## config.mk

```make
export PLATFORM = sky130hd
export DESIGN_NAME = spike_stream_driver
export DESIGN_NICKNAME = d
export VERILOG_FILES = /design/src/rtl/spike_stream_driver.sv
export SDC_FILE = /design/constraint.sdc
export NUM_CORES = 1
export LEC_CHECK = 0
export CAP_MARGIN = 10
export CELL_PAD_IN_SITES_DETAIL_PLACEMENT = 0
export CELL_PAD_IN_SITES_GLOBAL_PLACEMENT = 1
export CORE_MARGIN = 2
export CORE_UTILIZATION = 26
export CTS_CLUSTER_DIAMETER = 200
export DETAILED_ROUTE_END_ITERATION = 12
export HOLD_SLACK_MARGIN = 0.05
export PLACE_DENSITY_LB_ADDON = 0.1
export SLEW_MARGIN = 20
export SYNTH_ARGS = -nofsm -noshare
export SYNTH_HDL_FRONTEND = slang
export SYNTH_SLANG_ARGS = --single-unit
```

## constraint.sdc

```tcl
create_clock -name clk -period 2.5 [get_ports clk]
set_clock_uncertainty 0.05 [all_clocks]
set_input_delay 0.5 -clock clk [delete_from_list [all_inputs] [get_ports clk]]
set_output_delay 0.5 -clock clk [all_outputs]
set_load 0.005 [all_outputs]
```

## src/rtl/spike_stream_driver.sv

```systemverilog
// Host-side rate encoder and readout for the spiking network's sample handshake.
// Presents N_STEPS spike vectors per inference, counts output spikes, reports argmax.
module spike_stream_driver #(
  parameter int unsigned N_IN         = 4,
  parameter int unsigned N_OUT        = 2,
  parameter int unsigned N_STEPS      = 3,
  parameter int unsigned INT_W        = 8,
  parameter int unsigned CNT_W        = 8,
  parameter int unsigned DRAIN_CYCLES = 32
) (
  input  logic                                          clk,
  input  logic                                          rst,
  input  logic                                          pix_valid,
  output logic                                          pix_ready,
  input  logic [N_IN*INT_W-1:0]                         pix_data,
  input  logic                                          net_ready,
  output logic                                          net_start,
  input  logic                                          net_sample,
  output logic                                          net_sample_ready,
  output logic [N_IN-1:0]                               net_in_spikes,
  input  logic [N_OUT-1:0]                              net_out_spikes,
  output logic                                          res_valid,
  output logic [((N_OUT > 1) ? $clog2(N_OUT) : 1)-1:0]  res_class,
  output logic [N_OUT*CNT_W-1:0]                        res_counts
);

  localparam int unsigned CLS_W  = (N_OUT > 1) ? $clog2(N_OUT) : 1;
  localparam int unsigned STEP_W = (N_STEPS > 1) ? $clog2(N_STEPS) : 1;
  localparam int unsigned DRN_W  = (DRAIN_CYCLES > 1) ? $clog2(DRAIN_CYCLES) : 1;
  localparam logic [CNT_W-1:0] CNT_MAX = '1;

  typedef enum logic [2:0] {IDLE, WAIT_RDY, RUN, DRAIN, REPORT} state_t;

  state_t                  state;
  logic [N_IN*INT_W-1:0]   pix;
  logic [INT_W-1:0]        acc [N_IN];
  logic [CNT_W-1:0]        cnt [N_OUT];
  logic [N_OUT-1:0]        prev;
  logic [STEP_W-1:0]       step_cnt;
  logic [DRN_W-1:0]        drain_cnt;
  logic                    loading;

  logic [INT_W:0]          sum_c [N_IN];
  logic [N_IN-1:0]         spk_c;
  logic [CNT_W-1:0]        best_c;
  logic [CLS_W-1:0]        cls_c;

  // Rate encoder: carry out of the per-input phase accumulator is the spike
  always_comb begin
    for (int i = 0; i < N_IN; i++) begin
      sum_c[i] = {1'b0, acc[i]} + {1'b0, pix[i*INT_W +: INT_W]};
      spk_c[i] = sum_c[i][INT_W];
    end
  end

  // Argmax with ties resolved to the lowest index
  always_comb begin
    best_c = cnt[0];
    cls_c  = '0;
    for (int k = 1; k < N_OUT; k++) begin
      if (cnt[k] > best_c) begin
        best_c = cnt[k];
        cls_c  = CLS_W'(k);
      end
    end
  end

  always_ff @(posedge clk) begin
    if (rst) begin
      state            <= IDLE;
      pix_ready        <= 1'b1;
      net_start        <= 1'b0;
      net_sample_ready <= 1'b0;
      net_in_spikes    <= '0;
      res_valid        <= 1'b0;
      res_class        <= '0;
      res_counts       <= '0;
      pix              <= '0;
      prev             <= '0;
      step_cnt         <= '0;
      drain_cnt        <= '0;
      loading          <= 1'b0;
      for (int i = 0; i < N_IN; i++) acc[i] <= '0;
      for (int k = 0; k < N_OUT; k++) cnt[k] <= '0;
    end else begin
      res_valid <= 1'b0;
      case (state)
        IDLE: begin
          if (pix_valid && pix_ready) begin
            pix           <= pix_data;
            pix_ready     <= 1'b0;
            step_cnt      <= '0;
            loading       <= 1'b0;
            prev          <= '0;
            net_in_spikes <= '0;
            // Step 0 runs from a zero accumulator, so its vector is empty
            for (int i = 0; i < N_IN; i++) acc[i] <= pix_data[i*INT_W +: INT_W];
            for (int k = 0; k < N_OUT; k++) cnt[k] <= '0;
            state         <= WAIT_RDY;
          end
        end
        WAIT_RDY: begin
          if (net_ready) begin
            net_start        <= 1'b1;
            net_sample_ready <= 1'b1;
            state            <= RUN;
          end
        end
        RUN: begin
          if (loading) begin
            net_in_spikes    <= spk_c;
            net_sample_ready <= 1'b1;
            loading          <= 1'b0;
            for (int i = 0; i < N_IN; i++) acc[i] <= sum_c[i][INT_W-1:0];
          end else if (net_sample && net_sample_ready) begin
            net_start        <= 1'b0;
            net_sample_ready <= 1'b0;
            if (step_cnt == STEP_W'(N_STEPS - 1)) begin
              drain_cnt <= '0;
              state     <= DRAIN;
            end else begin
              step_cnt <= step_cnt + 1'b1;
              loading  <= 1'b1;
            end
          end
        end
        DRAIN: begin
          if (drain_cnt == DRN_W'(DRAIN_CYCLES - 1)) state <= REPORT;
          else drain_cnt <= drain_cnt + 1'b1;
        end
        REPORT: begin
          res_valid <= 1'b1;
          res_class <= cls_c;
          for (int k = 0; k < N_OUT; k++) res_counts[k*CNT_W +: CNT_W] <= cnt[k];
          pix_ready <= 1'b1;
          state     <= IDLE;
        end
        default: state <= IDLE;
      endcase

      // Rising-edge spike counters, live only while the network is being driven
      if (state == RUN || state == DRAIN) begin
        prev <= net_out_spikes;
        for (int k = 0; k < N_OUT; k++) begin
          if (net_out_spikes[k] && !prev[k] && cnt[k] != CNT_MAX) cnt[k] <= cnt[k] + 1'b1;
        end
      end
    end
  end

endmodule
```

==> impl_metrics.py, run 1 <==
metrics = {
    "routing": {
        "firstDrtPassIters": 4,
        "routedWlPerCell_um": 15.7,
        "vias": 4613,
        "first_iter_violations": 186,
        "routed_via_density": 4.58,
        "ant_nets": 0,
        "wl_mm": 15.8,
        "drc_errors": 0,
    },
    "yosys": {
        "synth_top_area_share_pct": 23.8,
        "synth_top_area_cell": "edfxtp_1",
        "async_reset_ff_share_pct": 0,
        "synth-seq-cells": 118,
        "synth_edf_count": 48,
        "ys.flop_type": "dfxtp_1",
        "synth.area.top_cells": "edfxtp_1 (24%), dfxtp_1 (23%), ha_1 (9.3%)",
        "syn_inst": 614,
        "synth_area_um2": 6060,
        "synth_most_common_cell": "nand2_1",
        "synth_area_per_cell_um2": 9.87,
        "yosysWarnings": 0,
        "synth.yosys.seq_area_share_pct": 46.9,
        "synth_common_cells": "nand2_1 (94), dfxtp_1 (70), a21oi_1 (65)",
        "synth_fp_nets": 702,
        "synth.distinct_cells": 58,
    },
    "timing": {
        "layout_setup_ws_ns": 0.172,
        "period_needed_ns": 2.33,
        "final-setup-viol-count": 0,
        "max_freq_ghz": 0.430,
        "slew_headroom_pct": 62.8,
        "hold_viol": 0,
        "setup_tns_ns": 0,
        "timing.final.crit_share_pct": 93.1,
        "worst_slew_pin_slew_ns": 0.559,
        "slew_viol_final": 0,
        "rsz0062_at_grt": "false",
    },
    "placed_design": {
        "place_congestion": 0.790,
        "post-place-ws_ns": 0.0726,
        "dp_hpwl_mm": 10.8,
        "portBuffers": 63,
        "place_area_um2": 7070,
    },
    "floorplan": {
        "ios": 64,
        "coreArea_um2": 22800,
        "dieArea_um2": 24500,
        "chipWidth_um": 157,
        "fp.dieH_um": 157,
        "start_util_pct": 26.6,
        "rows": 55,
    },
    "worst_setup_path": {
        "cp.arrival_ns": 2.44,
        "cp-end-kind": "flop",
        "path_class": "flop to flop",
        "worstPathMaxFanout": 3,
        "critPathLaunchType": "flop",
        "required_ns": 2.61,
    },
    "clock_tree": {
        "cts_tree": "done",
        "clk_latency_ns": 0.42,
        "htree_levels": 4,
        "cts_root_buf": "clkbuf_16",
        "clock-sinks": 118,
        "holdBufCountCts": 0,
        "postCtsSetupBuffers": 0,
        "clockBufferDepth": 2,
        "clkSlewWorstSetupHoldPaths_ns": 0.06,
        "cts_buffers": 17,
    },
    "final_layout": {
        "area_growth_syn_to_layout_pct": 27.4,
        "antennaDiodeCount": 0,
        "design_area_um2": 7720,
        "fin_nets": 769,
        "drive_gt1_share_pct": 8.79,
    },
    "power": {
        "power_density_nw_per_um2": 737,
        "p_leak_nw": 2.93,
        "ir_drop_mv": 0.375,
    },
    "global_routing": {
        "grt_max_degree": 34,
        "grt_pass1_vias": 4795,
        "gr-total-overflow": 0,
        "grt_first_pass_wirelength_mm": 25.8,
        "grt_use_total_pct": 13.7,
        "antenna_found_initial": 0,
    },
    "run_status": {
        "status": "finished, final reports clean",
    },
    "run": {
        "maxCapViolations": 0,
    },
    "min_path": {
        "hold_class": "flop to flop",
    },
}
worst max-delay path: stages (launching register included):
cell and delay (ns):
edfxtp_1 0.36, ha_1 0.23, fa_1 0.42, a21oi_1 0.15, nor2b_1 0.07, o21ai_1 0.16
a21oi_1 0.10, or2_2 0.28, a32o_1 0.24
kinds of logic after synthesis:
kind of cell,synth area share [%]
and+or+nand+nor,15.8
AOI/OAI and AO/OA,18.9
DFF,46.9
buffers and inverters,3.76
adders and majority gates,10.6
xor gates and xnor gates,3.76
muxes,0.186
flip-flops by register name, summed over array words and instances (netlist names):
signal	count
drain_cnt	5
net_start	1
net_in_spikes	4
cnt	16
net_sample_ready	1
res_class	1
state	3
pix_ready	1
loading	1
pix	32
res_counts	16
acc	32
res_valid	1
prev	2
step_cnt	2
power by group:
group | switching, mW | internal (mW) | leakage (nW)
logic | 0.406 | 0.315 | 1.55
clock network | 0.933 | 1.79 | 0.297
registers | 0.0984 | 2.15 | 1.08
per-layer routing:
metal | wire, um | GRT usage (%) | part of all wire (%) | vias to the layer above
li1 | - | - | - | 2367
met1 | 7890 | 18.1 | 50 | 2169
met2 | 7300 | 22.0 | 46 | 67
met3 | 519 | 3.35 | 3.3 | 10
met4 | 120 | 4.02 | 0.76 | 0
met5 | 0 | 0 | 0 | -
path summary, 6_finish.rpt:
check	from	to	slack, ns	cells past startpoint
max	acc[0][0]	acc[0][6]	0.17	8
min	pix[14]	pix[14]	0.41	2
max reg2reg	acc[0][0]	acc[0][6]	0.17	8
min reg2reg	pix[14]	pix[14]	0.41	2
layout make-up:
cell class                      count  area [um2]
Timing Repair Buffer               76         761
Clock buffer                       19         443
Tap cell                          313         392
Multi-Input combinational cell    447        3000
Clock inverter                     13         204
Sequential cell                   118        2840
Inverter                           21        78.8
Fill cell                        2316       15100
cells in the final DEF, fill, tap and decap left out, types with 6 or more instances in the layout:
cell type | netlist | routed
a211oi_1 | 9 | 9
a21o_1 | 6 | 6
a21oi_1 | 65 | 65
a22o_1 | 37 | 37
a32o_1 | 6 | 6
buf_4 | 1 | 10
clkbuf_16 | 0 | 17
clkdlybuf4s50_1 | 0 | 62
dfxtp_1 | 70 | 70
edfxtp_1 | 48 | 48
ha_1 | 45 | 45
inv_1 | 21 | 21
nand2_1 | 94 | 94
nand3_1 | 19 | 19
nor2_1 | 41 | 41
nor2b_1 | 10 | 10
nor3_1 | 9 | 8
o21ai_0 | 14 | 12
o31ai_1 | 6 | 6
xnor2_1 | 18 | 18
xor2_1 | 8 | 8
what timing repair did:
| action | 4_1_cts | 5_1_grt |
|---|---|---|
| resized for setup | 0 | 3 |
| endpoints found under the hold margin | 0 | 0 |
| endpoints found under the setup margin | 0 | 2 |
through the flow:
stage	hold WS, ns	cells	power, mW	utilization [%]
floorplan	0.389	614	2.75	-
global placement	0.387	975	3.01	31.0
CTS	0.410	1007	5.78	33.9
global route	0.433	1007	5.97	33.9
detailed placement	0.396	975	3.02	31.0
finish	0.409	1007	5.69	33.9
No activity file was read; power rests on OpenSTA's default activity.
==> inputs of run 2 (changes only) <==
- CORE_MARGIN: 2 -> 5
==> run 2 against run 1 <==
  * Die area up 7.8%
  * First-iteration DRC count up 44%
  * Sequential power about the same
  * Clock power down 4%
  * Worst hold slack worse by 0.0026 ns
  * Global-route usage down 1.1 points
  * Highest routed layer unchanged
  * Critical path depth unchanged
  * Via count up 0.30%
  * Sequential share of layout area about the same
==> impl_metrics.py, run 2 (synthesized netlist as in run 1, its figures left out) <==
metrics = {
    "run_status": {
        "status": "finished, final reports clean",
    },
    "final_layout": {
        "largestRegisters": "acc (32), pix (32)",
        "multi_input_area_um2": 2990,
        "area_growth_syn_to_layout_pct": 27.5,
        "final_cell_mix": "nand2_1 (94), dfxtp_1 (70), a21oi_1 (65)",
        "mostFrequentLayoutCell": "nand2_1",
        "area.sequential_um2": 2840,
        "finish.utilization_pct": 33.9,
        "drive_gt1_share_pct": 9.59,
        "n_fill_cell": 2309,
        "fin_nets": 774,
        "antennaDiodeCount": 0,
    },
    "run": {
        "maxCapViolations": 0,
    },
    "global_routing": {
        "grt_max_degree": 30,
        "gr-total-overflow": 0,
        "gr-usage-met1_pct": 17.5,
        "grt-busiest-layer": "met2",
        "use_met2_pct": 19.6,
        "antenna_found_initial": 0,
        "grt_first_pass_wirelength_mm": 26.5,
        "met3_usage_pct": 3.04,
        "grt_pass1_vias": 4951,
        "grt_use_total_pct": 12.6,
    },
    "timing": {
        "worst_slew_pin_slew_ns": 0.484,
        "slew_headroom_pct": 66.9,
        "hold_viol": 0,
        "timing.final.crit_share_pct": 93.1,
        "layout_setup_ws_ns": 0.173,
        "final-setup-viol-count": 0,
        "period_needed_ns": 2.33,
        "max_freq_ghz": 0.430,
        "rsz0062_at_grt": "false",
        "slew_viol_final": 0,
        "setup_tns_ns": 0,
    },
    "worst_setup_path": {
        "r2r_cells": 8,
        "r2r-start": "acc[0][0]",
        "cp.arrival_ns": 2.44,
        "worstPathMaxFanout": 3,
        "cp-end-kind": "flop",
        "r2r-end": "acc[0][6]",
        "rrSetupSlack_ns": 0.17,
        "endpoint": "acc[0][6]",
        "required_ns": 2.61,
        "critPathLaunchType": "flop",
        "path_class": "flop to flop",
        "startpoint": "acc[0][0]",
    },
    "routing": {
        "first_iter_violations": 268,
        "ant_nets": 0,
        "wl_mm": 15.9,
        "drc_errors": 0,
        "vias": 4627,
        "routed_via_density": 4.57,
        "routedWlPerCell_um": 15.7,
        "firstDrtPassIters": 6,
    },
    "clock_tree": {
        "cts_tree": "done",
        "clkSlewWorstSetupHoldPaths_ns": 0.06,
        "cts_buffers": 17,
        "clockBufferDepth": 2,
        "clock-sinks": 118,
        "cts_root_buf": "clkbuf_16",
        "htree_levels": 4,
        "clk_latency_ns": 0.41,
    },
    "floorplan": {
        "ios": 64,
        "start_util_pct": 26.6,
        "coreArea_um2": 22800,
        "chipWidth_um": 163,
        "dieArea_um2": 26500,
        "fp.dieH_um": 163,
        "rows": 55,
    },
    "placed_design": {
        "place_congestion": 0.741,
        "portBuffers": 63,
        "post-place-ws_ns": 0.115,
        "dp_hpwl_mm": 11.3,
    },
    "min_path": {
        "hold_class": "flop to flop",
    },
    "power": {
        "p_leak_nw": 2.95,
        "ir_drop_mv": 0.451,
        "power_density_nw_per_um2": 722,
        "power_mw": 5.58,
    },
}
-- run 2: cell count changes in the layout (fill, tap and decap cells not counted), sizes merged --
| cell | previous run | this run |
|---|---|---|
| buf | 14 | 19 |
| clkbuf | 19 | 17 |
| clkinv | 3 | 5 |
| bufinv | 5 | 4 |
| inv | 21 | 22 |
-- run 2: worst min-delay path by stage --
stage,slack [ns],cells after the start,endpoint,startpoint
after floorplan,0.39,1,drain_cnt[3],drain_cnt[3]
after global placement,0.40,2,res_class,res_class
after detailed placement,0.40,2,res_class,res_class
after CTS,0.41,2,state[0],rst
after global routing,0.43,2,pix[21],pix[21]
final,0.41,2,res_class,res_class
-- run 2: final cells by class --
class | count | area share (%)
well taps | 313 | 5.07
repair buffers | 81 | 10.2
multi-input cells | 447 | 38.8
flip-flops and latches | 118 | 36.8
clock buffers | 17 | 5.51
inverters | 21 | 1.02
clock inverters | 15 | 2.66
-- run 2: where the power goes --
group / total [mW] / internal [mW] / switching (mW)
Sequential: 2.24 / 2.15 / 0.0970
Combinational: 0.733 / 0.321 / 0.412
Clock: 2.60 / 1.67 / 0.929
-- run 2: timing repair --
item	in CTS	in global routing
setup endpoints to repair	0	2
hold buffers	0	0
hold endpoints to repair	0	0
setup buffers	0	0
gates resized for setup	0	2
-- run 2: critical path: stages, from the launching register on --
cell	delay, ns
edfxtp_1	0.37
ha_1	0.23
fa_1	0.42
a21oi_1	0.15
nor2b_1	0.07
o21ai_1	0.16
a21oi_1	0.10
or2_2	0.28
a32o_1	0.24
-- run 2: metrics by stage --
step / cells / instance area, um2 / hold slack (ns)
global route: 1012 / 7720 / 0.425
floorplan: 614 / 6060 / 0.389
detailed placement: 980 / 7090 / 0.402
CTS: 1012 / 7720 / 0.414
global placement: 980 / 7090 / 0.396
finish: 1012 / 7720 / 0.406
-- run 2: routing by layer --
| metal | vias to the layer above | routed length [um] |
|---|---|---|
| li1 | 2369 | - |
| met1 | 2176 | 7970 |
| met2 | 74 | 7190 |
| met3 | 8 | 561 |
| met4 | 0 | 146 |
| met5 | - | 0 |
==> inputs of run 3 (changes only) <==
- CORE_MARGIN: 5 -> 2
- CORE_UTILIZATION: 26 -> 44
==> run 3 against run 2 <==
  * Register-to-register slack is essentially flat
  * Combinational power shrank 2%
  * Worst hold slack gained 0.0046 ns
  * Setup slack lost 0.00055 ns
  * Routed wire length shrank 10%
==> impl_metrics.py, run 3 (synthesized netlist as in run 1, its figures left out) <==
metrics = {
    "final_layout": {
        "final_cell_mix": "nand2_1 (94), dfxtp_1 (70), a21oi_1 (65)",
        "fin_nets": 775,
        "largestRegisters": "acc (32), pix (32)",
        "finish.utilization_pct": 56.4,
        "n_fill_cell": 1205,
        "antennaDiodeCount": 0,
        "area_growth_syn_to_layout_pct": 24.2,
        "drive_gt1_share_pct": 9.43,
        "design_area_um2": 7520,
        "mostFrequentLayoutCell": "nand2_1",
    },
    "placed_design": {
        "place_area_um2": 6930,
        "dp_hpwl_mm": 9.76,
        "place_congestion": 0.814,
        "portBuffers": 63,
    },
    "routing": {
        "first_iter_violations": 280,
        "firstDrtPassIters": 5,
        "routed_via_density": 5.37,
        "ant_nets": 0,
        "wl_mm": 14.2,
        "routedWlPerCell_um": 16.2,
        "vias": 4708,
        "drc_errors": 0,
    },
    "run_status": {
        "status": "finished, final reports clean",
    },
    "timing": {
        "rsz0062_at_grt": "false",
        "final-setup-viol-count": 0,
        "slew_headroom_pct": 69.1,
        "timing.final.crit_share_pct": 93.1,
        "worst_slew_pin_slew_ns": 0.463,
        "period_needed_ns": 2.33,
        "setup_tns_ns": 0,
        "hold_viol": 0,
        "slew_viol_final": 0,
        "max_freq_ghz": 0.430,
    },
    "worst_setup_path": {
        "cp-end-kind": "flop",
        "crit_path_max_incr_delay_ns": 0.41,
        "slowest_stage": "fa_1",
        "rrSetupSlack_ns": 0.17,
        "cp.arrival_ns": 2.44,
        "cp_top_family": "compound AO/OA/AOI/OAI gates",
        "critPathLaunchType": "flop",
        "worstPathMaxFanout": 3,
        "path_class": "flop to flop",
        "worst-path-buf-inv": 0,
        "path_common_cell": "a21oi_1",
        "path_cells": "ha_1 -> fa_1 -> a21oi_1 -> nor2b_1 -> o21ai_1 -> a21oi_1 -> or2_2 -> a32o_1",
        "required_ns": 2.61,
    },
    "global_routing": {
        "grt_max_degree": 30,
        "grt_first_pass_wirelength_mm": 23.8,
        "gr-total-overflow": 0,
        "grt_use_total_pct": 20.5,
        "antenna_found_initial": 0,
        "grt_pass1_vias": 4893,
    },
    "power": {
        "p_leak_nw": 2.97,
        "swShare_pct": 25.2,
        "seq_power_share_pct": 41.8,
        "power_density_nw_per_um2": 713,
        "ir_drop_mv": 0.485,
        "power.internal_mw": 4.01,
        "p_sw_mw": 1.35,
        "clockPowerShare_pct": 44.8,
        "pwr-share-comb_pct": 13.4,
    },
    "clock_tree": {
        "htree_levels": 4,
        "cts_root_buf": "clkbuf_16",
        "clock-sinks": 118,
        "cts_buffers": 17,
        "cts_tree": "done",
        "clkSlewWorstSetupHoldPaths_ns": 0.05,
        "clk_latency_ns": 0.41,
        "clockBufferDepth": 2,
        "holdBufCountCts": 0,
    },
    "floorplan": {
        "ios": 64,
        "chipWidth_um": 121,
        "start_util_pct": 45.4,
        "dieArea_um2": 14700,
        "coreArea_um2": 13300,
        "rows": 42,
        "fp.dieH_um": 121,
    },
    "min_path": {
        "hold_class": "flop to flop",
    },
    "run": {
        "maxCapViolations": 0,
    },
}
==> run 3: cell types whose count changed in the layout (fill, tap and decap cells not counted) <==
cell	before	now
inv_4	0	1
clkbuf_8	0	2
clkbuf_1	0	3
bufinv_16	4	0
clkinvlp_4	5	0
clkinv_4	4	0
clkinv_1	1	0
buf_4	16	17
inv_6	1	0
clkbuf_16	17	21
clkinv_2	0	5
==> run 3: worst min-delay path: stages (launching register included) <==
cell	delay [ns]
dfxtp_1	0.31
nand2_1	0.05
a21oi_1	0.05
==> run 3: layer usage <==
| metal | vias up | global-route usage, % | wire length (um) |
|---|---|---|---|
| li1 | 2372 | - | - |
| met1 | 2251 | 25.7 | 6670 |
| met2 | 78 | 34.5 | 6850 |
| met3 | 7 | 5.59 | 630 |
| met4 | 0 | 6.11 | 74 |
| met5 | - | 0 | 0 |
==> run 3: per-stage QoR <==
step | hold WS (ns) | cells | total power, mW | setup slack [ns]
final | 0.411 | 876 | 5.36 | 0.172
after global routing | 0.431 | 876 | 5.62 | 0.0343
after CTS | 0.412 | 876 | 5.42 | 0.0939
after detailed placement | 0.402 | 844 | 3.00 | 0.0979
after global placement | 0.397 | 844 | 2.98 | 0.164
after floorplan | 0.389 | 614 | 2.75 | 0.265
==> run 3: power groups by stage <==
stage | Sequential, mW | Clock (mW) | Combinational (mW)
floorplan | 2.25 | 0 | 0.500
global route | 2.26 | 2.55 | 0.807
detailed placement | 2.28 | 0 | 0.714
CTS | 2.24 | 2.45 | 0.722
finish | 2.24 | 2.40 | 0.719
global placement | 2.28 | 0 | 0.699
==> run 3: layout make-up <==
class                           instances  area [um2]  share of cell area (%)
Timing Repair Buffer                   82         793                    10.5
Clock inverter                          6        31.3                   0.416
Multi-Input combinational cell        447        2990                    39.8
Sequential cell                       118        2840                    37.8
Inverter                               21        78.8                    1.05
Clock buffer                           26         564                    7.50
Tap cell                              176         220                    2.93
==> run 3: timing repair <==
item / 4_1_cts / 5_1_grt
endpoints found under the hold margin: 0 / 0
setup endpoints to repair: 0 / 2
gates resized for setup: 0 / 2
buffers inserted: 0 / 0
==> run 3: final timing paths <==
| path | end | startpoint | cells after the start |
|---|---|---|---|
| setup / recovery | acc[0][6] | acc[0][0] | 8 |
| hold / removal | pix[20] | pix[20] | 2 |
| setup reg to reg | acc[0][6] | acc[0][0] | 8 |
| hold reg to reg | pix[20] | pix[20] | 2 |
